<file path="src/rtl/wb_pkg.sv">
// rtl/wb_pkg.sv - shared widths, load-size encodings and FSM states for the write-back stage
package wb_pkg;

    localparam int XLEN   = 32;
    localparam int REGIDX = 5;

    localparam logic [1:0] LS_BYTE = 2'b00;
    localparam logic [1:0] LS_HALF = 2'b01;
    localparam logic [1:0] LS_WORD = 2'b10;

    typedef enum logic [1:0] {
        S_IDLE     = 2'b00,
        S_WAIT_MEM = 2'b01,
        S_COMMIT   = 2'b10
    } wb_state_e;

endpackage

</file>
<file path="src/rtl/load_extend.sv">
// rtl/load_extend.sv - combinational load data alignment and sign/zero extension
module load_extend
    import wb_pkg::*;
(
    input  logic [XLEN-1:0] rdata_i,
    input  logic [1:0]      size_i,
    input  logic            unsigned_i,
    input  logic [1:0]      byte_off_i,
    output logic [XLEN-1:0] data_o
);

    logic [XLEN-1:0] shifted;

    // A half at offset 3 naturally picks up zero fill in its upper byte from the shift.
    always_comb begin
        shifted = rdata_i >> {byte_off_i, 3'b000};
        case (size_i)
            LS_BYTE: data_o = unsigned_i ? {24'h0, shifted[7:0]}
                                         : {{24{shifted[7]}}, shifted[7:0]};
            LS_HALF: data_o = unsigned_i ? {16'h0, shifted[15:0]}
                                         : {{16{shifted[15]}}, shifted[15:0]};
            default: data_o = rdata_i;
        endcase
    end

endmodule

</file>
<file path="src/rtl/wb_stage.sv">
// rtl/wb_stage.sv - write-back stage: commits ALU results or extended load data to the register file
// Optional WB_BYPASS_EN adds a forwarding path from the committing write to the decode operands.
module wb_stage
    import wb_pkg::*;
(
    input  logic              clk,
    input  logic              rst,
    input  logic              in_valid,
    output logic              in_ready,
    input  logic [REGIDX-1:0] in_rd,
    input  logic              in_reg_wr,
    input  logic [XLEN-1:0]   in_alu_result,
    input  logic              in_is_load,
    input  logic [1:0]        in_load_size,
    input  logic              in_load_unsigned,
    input  logic [1:0]        in_byte_off,
    input  logic              mem_rvalid,
    input  logic [XLEN-1:0]   mem_rdata,
    output logic [REGIDX-1:0] reg_write_addr,
    output logic [XLEN-1:0]   reg_write_data,
    output logic              reg_wr
`ifdef WB_BYPASS_EN
    ,
    input  logic [REGIDX-1:0] id_ra,
    input  logic [REGIDX-1:0] id_rb,
    output logic              fwd_a,
    output logic              fwd_b,
    output logic [XLEN-1:0]   fwd_data
`endif
);

    wb_state_e         state_q, state_d;
    logic [REGIDX-1:0] rd_q, rd_d;
    logic              wr_q, wr_d;
    logic [1:0]        size_q, size_d;
    logic              uns_q, uns_d;
    logic [1:0]        off_q, off_d;

    logic              in_ready_q, in_ready_d;
    logic              reg_wr_q, reg_wr_d;
    logic [REGIDX-1:0] addr_q, addr_d;
    logic [XLEN-1:0]   data_q, data_d;

    logic              accept;
    logic [XLEN-1:0]   ext_data;

    logic              commit;
    logic              commit_we;
    logic [REGIDX-1:0] commit_rd;
    logic [XLEN-1:0]   commit_data;

    assign accept = in_valid && in_ready_q;

    load_extend u_load_extend (
        .rdata_i    (mem_rdata),
        .size_i     (size_q),
        .unsigned_i (uns_q),
        .byte_off_i (off_q),
        .data_o     (ext_data)
    );

    always_ff @(posedge clk) begin
        if (rst) begin
            state_q    <= S_IDLE;
            rd_q       <= '0;
            wr_q       <= 1'b0;
            size_q     <= LS_WORD;
            uns_q      <= 1'b0;
            off_q      <= 2'b00;
            in_ready_q <= 1'b1;
            reg_wr_q   <= 1'b0;
            addr_q     <= '0;
            data_q     <= '0;
        end else begin
            state_q    <= state_d;
            rd_q       <= rd_d;
            wr_q       <= wr_d;
            size_q     <= size_d;
            uns_q      <= uns_d;
            off_q      <= off_d;
            in_ready_q <= in_ready_d;
            reg_wr_q   <= reg_wr_d;
            addr_q     <= addr_d;
            data_q     <= data_d;
        end
    end

    always_comb begin
        state_d = state_q;
        case (state_q)
            S_IDLE, S_COMMIT: begin
                if (accept)
                    state_d = in_is_load ? S_WAIT_MEM : S_COMMIT;
                else
                    state_d = S_IDLE;
            end
            S_WAIT_MEM: begin
                if (mem_rvalid)
                    state_d = S_COMMIT;
            end
            default: state_d = S_IDLE;
        endcase
    end

    // Address/data only move on a real write so they hold the last committed values otherwise.
    always_comb begin
        rd_d        = rd_q;
        wr_d        = wr_q;
        size_d      = size_q;
        uns_d       = uns_q;
        off_d       = off_q;
        commit      = 1'b0;
        commit_we   = 1'b0;
        commit_rd   = '0;
        commit_data = '0;

        if (state_q != S_WAIT_MEM && accept) begin
            rd_d   = in_rd;
            wr_d   = in_reg_wr;
            size_d = in_load_size;
            uns_d  = in_load_unsigned;
            off_d  = in_byte_off;
            if (!in_is_load) begin
                commit      = 1'b1;
                commit_we   = in_reg_wr;
                commit_rd   = in_rd;
                commit_data = in_alu_result;
            end
        end else if (state_q == S_WAIT_MEM && mem_rvalid) begin
            commit      = 1'b1;
            commit_we   = wr_q;
            commit_rd   = rd_q;
            commit_data = ext_data;
        end

        in_ready_d = (state_d != S_WAIT_MEM);
        reg_wr_d   = commit && commit_we && (commit_rd != '0);
        addr_d     = reg_wr_d ? commit_rd : addr_q;
        data_d     = reg_wr_d ? commit_data : data_q;
    end

    assign in_ready       = in_ready_q;
    assign reg_wr         = reg_wr_q;
    assign reg_write_addr = addr_q;
    assign reg_write_data = data_q;

`ifdef WB_BYPASS_EN
    assign fwd_a    = reg_wr_q && (addr_q == id_ra) && (id_ra != '0);
    assign fwd_b    = reg_wr_q && (addr_q == id_rb) && (id_rb != '0);
    assign fwd_data = data_q;
`endif

endmodule

</file>
<file path="config.mk">
export PLATFORM = sky130hd
export DESIGN_NAME = wb_stage
export DESIGN_NICKNAME = d
export VERILOG_FILES = /design/src/rtl/wb_pkg.sv /design/src/rtl/load_extend.sv /design/src/rtl/wb_stage.sv
export SDC_FILE = /design/constraint.sdc
export NUM_CORES = 1
export LEC_CHECK = 0
export ABC_CLOCK_PERIOD_IN_PS = 2800
export BUFFER_PORTS_ARGS = -buffer_cell sky130_fd_sc_hd__buf_4
export CORE_MARGIN = 4
export CORE_UTILIZATION = 45
export DETAILED_ROUTE_END_ITERATION = 7
export PLACE_DENSITY = 0.74
export SYNTH_ARGS = -nofsm -noshare
export SYNTH_HDL_FRONTEND = slang
export SYNTH_HIERARCHICAL = 1
export SYNTH_SLANG_ARGS = --single-unit
</file>
<file path="constraint.sdc">
create_clock -name clk -period 2.8 [get_ports clk]
set_input_delay 0.14 -clock clk [delete_from_list [all_inputs] [get_ports clk]]
set_output_delay 0.14 -clock clk [all_outputs]
set_load 0.02 [all_outputs]
</file>
==> qor.csv, run 1 <==
metric,value,unit
Overflow after GRT,0,
CTS Buf Count,5,
cell at the slowest stage of the critical path,a221oi_4,
vertical die dimension,91.2,um
Post-Synthesis Cells,361,
total number of clock tree sinks,52,
largest family of logic cells by synthesized area,compound AO/OA/AOI/OAI gates,
Static Leakage,1.68,nW
most common library cell in the layout ignoring fill and taps,buf_4,
worst hold path class,in2reg,
"synthesized-area fraction occupied by ao, oa, aoi and oai cells",37.8,%
H-tree levels,2,
post-synthesis mux area share,3.34,%
starting density of the core,46.1,%
critical path depth in cells,6,
"CP delay by family, top",compound AO/OA/AOI/OAI gates,
Residual DRC,0,
Worst R2R Path Depth,6,
number of pins exceeding their max-slew limit in the final report,0,
initial antenna violation count,0,
ANT cells,0,
RSZ-0062 raised after global routing,false,
area share of fa/ha/maj cells after synthesis,0,%
Synth cell types,38,
clk buf depth,2,
maximum vdd drop,0.225,mV
Setup Total Neg Slack,0,ns
delay contributed by the slowest stage of the critical path,0.58,ns
Die Outline Area,8310,sq um
Crit Path Class,reg2reg,
area of the core,6760,sq um
largest net degree at the start of global routing,52,
global placer's final weighted congestion,0.846,
status,"complete, no violations",
Synth Area in XOR/XNOR,0,%
wire length of the first global-routing pass,15.5,mm
DP HPWL,7.04,mm
number of nets in the synthesized netlist,441,
Layout Nets,534,
tightest slew margin relative to the limit,31.4,%
number of storage elements in the synthesis netlist,52,
wire length per cell after detailed routing,18.2,um
"top library cells by usage in the layout, fill and taps aside","buf_4 (124), nand2_1 (52), dfxtp_1 (52)",
fraction of registers with async set/reset,0,%
Clock Skews,0.00493,ns
DIE WIDTH,91.2,um
WP data arrival,2.43,ns
final wirelength,9.76,mm
fill cell total of the finished layout,632,
latest clock arrival within the worst-skew pair,0.31,ns
simple-gate area share of the yosys netlist,18.3,%
global-route usage over all layers,22.9,%
post-synthesis sequential area ratio,33.5,%
P per Cell Area,448,nW/um^2
cts-stage hold buffer count,0,
cell area after technology mapping,3110,sq um
worst path cell trace,"buf_4, mux2_2, a221oi_4, o21ai_0, a22oi_1, a211oi_1",
largest fanout on the critical path,19,
final standard cell utilization of the core,60.1,%
total of cells resized after clock tree synthesis,0,
critical path capture point type,flop,
number of ports placed on the die boundary,119,
number of vias after detailed routing,3249,
hold path cells,3,
required time of the critical path,2.95,ns
Port Buffer Count,118,
synth warn,6,
count of standard-cell rows,30,
setup violators final,0,
detailed-route vias per instance,6.07,
cell at the root of the clock tree,clkbuf_8,
final hold slack,0.0387,ns
number of buffers inserted by post-CTS setup repair,0,
"Primary FF master, synth",dfxtp_1,
Startpoint Class,flop,
clock slew at the register clock pins of the worst setup and hold paths,0.10,ns
fraction of final layout cells sized beyond drive strength 1,37.1,%
final cycle utilization of the critical path,81.4,%
Final Critical Period,2.28,ns
Detail Route Antenna Nets,0,
achievable clock frequency,439,MHz
number of global-route vias before repair,3095,
# Max-Cap Violations,0,
number of DRC markers in iteration 0,327,
WP buf/inv,1,
number of enable flip-flop cells after synthesis,0,
CTS tree,done,
final hold vios,0,
transition time at the pin with the least slew margin,1.03,ns
average footprint of a synthesized cell,8.62,sq um
first drt pass iteration count,5,
Synth-to-Final Area Change,30.6,%
## layer usage
metal  routed length (um)  part of all wire (%)  track usage (%)  up-vias
met3                  720                   7.4             5.14       16
met4                  181                   1.9             6.03        0
li1                     -                     -                -     1549
met1                 4310                    44             31.1     1540
met5                    0                     0                0        -
met2                 4540                    47             36.7      144
## tightest hold or removal path: stages
cell,delay [ns]
buf_4,0.08
nand2_1,0.04
nand3b_1,0.06
## final timing paths
check / startpoint / to / slack (ns)
worst max register to register: off_q[1] / reg_write_data[17] / 0.52
worst min-delay path: in_load_size[1] / size_q[1] / 0.04
worst max-delay path: off_q[1] / reg_write_data[17] / 0.52
worst min register to register: uns_q / uns_q / 0.47
## Yosys cell counts, types with 7 or more instances
cell	n	area, sq um
dfxtp_1	52	1040
nand2_1	52	195
a22oi_1	36	270
nor3_1	36	180
clkbuf_1	32	120
a211oi_2	31	388
a21oi_1	12	60.1
o21ai_1	10	50.1
nand3b_1	9	67.6
o211a_1	8	80.1
a211oi_1	7	52.6
buf_6	7	78.8
mux2i_1	7	70.1
o21ai_0	7	35.0
o31ai_1	7	52.6
## metrics by stage
stage	setup WS (ns)	cell area (sq um)	std cells	power (mW)
floorplan	0.764	3110	361	1.18
global placement	0.600	3970	527	1.38
detailed placement	0.531	3970	527	1.39
CTS	0.526	4060	535	1.82
global route	0.328	4060	535	1.91
finish	0.521	4060	535	1.82
## flip-flops by register name, indices dropped and copies added (netlist names)
signal,flops
in_ready,1
off_q,2
rd_q,5
reg_wr,1
reg_write_addr,5
reg_write_data,32
size_q,2
state_q,2
uns_q,1
wr_q,1
## where the power goes
part | internal, mW | switching, mW | total, mW
Sequential | 0.788 | 0.0315 | 0.819
Combinational | 0.252 | 0.310 | 0.562
Clock | 0.178 | 0.260 | 0.439
## kinds of logic after synthesis
kind of cell / count (synthesis)
AOI/OAI and AO/OA: 138
and+or+nand+nor: 117
DFF: 52
buffers and inverters: 45
muxes: 9
## layout make-up
class | instances | area, sq um | share of cell area, %
Multi-Input combinational cell | 264 | 1860 | 45.8
Sequential cell | 52 | 1040 | 25.6
Timing Repair Buffer | 125 | 951 | 23.4
Tap cell | 80 | 100 | 2.46
Clock buffer | 6 | 72.6 | 1.79
Inverter | 6 | 22.5 | 0.554
Clock inverter | 2 | 16.3 | 0.400
No activity file was read; power rests on OpenSTA's default activity.
==> run 2: changes to the inputs <==
--- a/config.mk
+++ b/config.mk
@@ -5,7 +5,7 @@
 export SDC_FILE = /design/constraint.sdc
 export NUM_CORES = 1
 export LEC_CHECK = 0
-export ABC_CLOCK_PERIOD_IN_PS = 2800
+export ABC_CLOCK_PERIOD_IN_PS = 2100
 export BUFFER_PORTS_ARGS = -buffer_cell sky130_fd_sc_hd__buf_4
 export CORE_MARGIN = 4
 export CORE_UTILIZATION = 45
==> constraint.sdc (replaced) <==
create_clock -name clk -period 2.1 [get_ports clk]
set_input_delay 0.105 -clock clk [delete_from_list [all_inputs] [get_ports clk]]
set_output_delay 0.105 -clock clk [all_outputs]
set_load 0.02 [all_outputs]
==> run 2 against run 1 <==
  * Via count rose by 1.2%
  * Sequential share of layout area is 0.56 points lower
  * Global-route usage up 0.41 points
  * First-iteration DRC count is 13% lower
  * Maximum frequency rose by 13%
  * Flip-flop and latch count is the same
  * Clock power grew 60%
  * Total power is 42% higher
  * Sequential power up 33%
  * Critical path depth did not move
  * Critical endpoint is now reg_write_data[31]
  * Highest routed layer unchanged
==> qor.csv, run 2 (synthesized netlist as in run 1, its figures left out) <==
metric,value,unit
Overflow after GRT,0,
switching power,0.810,mW
Seq pwr share,42.4,%
largest fanout on the critical path,16,
Detail Route Antenna Nets,0,
final hold slack,0.0187,ns
tightest slew margin relative to the limit,51.8,%
number of DRC markers in iteration 0,286,
most common library cell in the layout ignoring fill and taps,buf_4,
worst hold path class,in2reg,
final hold vios,0,
maximum vdd drop,0.307,mV
final wirelength,10.1,mm
starting density of the core,46.1,%
clock slew at the register clock pins of the worst setup and hold paths,0.10,ns
placed instance area,4030,sq um
H-tree levels,2,
number of pins exceeding their max-slew limit in the final report,0,
total number of clock tree sinks,52,
Setup WS post-layout,0.0759,ns
RSZ-0062 raised after global routing,false,
first drt pass iteration count,5,
setup violators final,0,
worst slack at placement,0.112,ns
worst setup path end,reg_write_data[31],
wire length per cell after detailed routing,18.6,um
Startpoint Class,flop,
required time of the critical path,2.27,ns
Port Buffer Count,118,
Die Outline Area,8310,sq um
initial antenna violation count,0,
"top library cells by usage in the layout, fill and taps aside","buf_4 (129), nand2_1 (52), dfxtp_1 (52)",
number of ports placed on the die boundary,119,
Post-Layout Cell Count,542,
R2R Path Start,off_q[1],
latest clock arrival within the worst-skew pair,0.31,ns
max reg flops,32,
CTS tree,done,
WP data arrival,2.20,ns
area of the core,6760,sq um
count of standard-cell rows,30,
number of vias after detailed routing,3289,
Worst Setup SP,off_q[1],
portion of total power attributed to the clock network,27.3,%
Setup Total Neg Slack,0,ns
cell at the slowest stage of the critical path,mux4_2,
detailed-route vias per instance,6.07,
status,"complete, no violations",
transition time at the pin with the least slew margin,0.723,ns
fraction of final layout cells sized beyond drive strength 1,38.1,%
Placed Instances,533,
DP HPWL,7.18,mm
Final Critical Period,2.02,ns
vertical die dimension,91.2,um
worst path cell trace,"mux4_2, a221oi_4, buf_12, o21ai_1, a22oi_1, a211oi_2",
delay contributed by the slowest stage of the critical path,0.59,ns
largest net degree at the start of global routing,52,
Static Leakage,1.73,nW
critical path capture point type,flop,
P per Cell Area,621,nW/um^2
# Max-Cap Violations,0,
global placer's final weighted congestion,0.833,
achievable clock frequency,494,MHz
DIE WIDTH,91.2,um
CTS Buf Count,5,
cell-internal power,1.77,mW
Clock Skews,0.00542,ns
final cycle utilization of the critical path,96.4,%
Synth-to-Final Area Change,33.5,%
cts-stage hold buffer count,0,
ANT cells,0,
Worst R2R Path Depth,6,
Residual DRC,0,
Layout Nets,541,
wire length of the first global-routing pass,15.9,mm
switching power share of the total,31.4,%
Crit Path Class,reg2reg,
global-route usage over all layers,23.3,%
fill cell total of the finished layout,578,
cell at the root of the clock tree,clkbuf_8,
fin area,4150,sq um
clk buf depth,2,
number of global-route vias before repair,3177,
Reg-to-Reg End,reg_write_data[31],
combinational fraction of design power,30.3,%
slack of the worst reg-to-reg path,0.08,ns
## run 2: cell count changes in the layout (fill, tap and decap cells not counted)
cell	change
inv_6	+1
bufinv_16	+1
clkinvlp_4	-1
buf_4	+5
buf_6	+1
clkinv_4	-1
buf_12	+1
## run 2: layout make-up
type / instances / area, sq um / share of cell area [%]
inverters: 6 / 22.5 / 0.542
repair buffers: 132 / 1020 / 24.5
multi-input cells: 264 / 1860 / 44.8
flip-flops and latches: 52 / 1040 / 25.1
clock buffers: 6 / 72.6 / 1.75
clock inverters: 2 / 38.8 / 0.934
well taps: 80 / 100 / 2.41
## run 2: power groups by stage
stage | Clock (mW) | Combinational, mW | Sequential [mW]
global route | 0.760 | 0.842 | 1.10
global placement | 0 | 0.756 | 1.11
CTS | 0.720 | 0.774 | 1.09
floorplan | 0 | 0.409 | 1.16
detailed placement | 0 | 0.770 | 1.12
finish | 0.704 | 0.782 | 1.09
## run 2: timing repair
action                                  CTS  global route
gates resized for setup                   0             1
endpoints found under the setup margin    0             2
buffers inserted                          0             1
## run 2: worst min-delay path by stage
stage                          startpoint        end  slack [ns]  depth (start not counted)
after floorplan           in_load_size[1]  size_q[1]        0.23                          2
after global placement    in_load_size[1]  size_q[1]        0.33                          3
after detailed placement  in_load_size[1]  size_q[1]        0.34                          3
after CTS                 in_load_size[1]  size_q[1]        0.01                          3
after global routing      in_load_size[1]  size_q[1]        0.01                          3
final                     in_load_size[1]  size_q[1]        0.02                          3
## run 2: per-layer routing
metal / track usage, % / share of wire [%] / vias up
li1: - / - / 1564
met4: 6.28 / 1.5 / 0
met1: 30.4 / 41 / 1556
met2: 38.6 / 49 / 155
met3: 5.39 / 8.2 / 14
met5: 0 / 0 / -
## run 2: worst max-delay path, delay by kind of cell (launching register included)
family / cells / cell delay [ns]
compound gates: 4 / 0.75
buf+inv: 1 / 0.18
flops: 1 / 0.38
mux: 1 / 0.59
## run 2: through the flow
stage	util [%]	power, mW
after floorplan	-	1.57
after global placement	59.7	1.87
after detailed placement	59.7	1.89
after CTS	61.3	2.59
after global routing	61.5	2.70
final	61.5	2.58
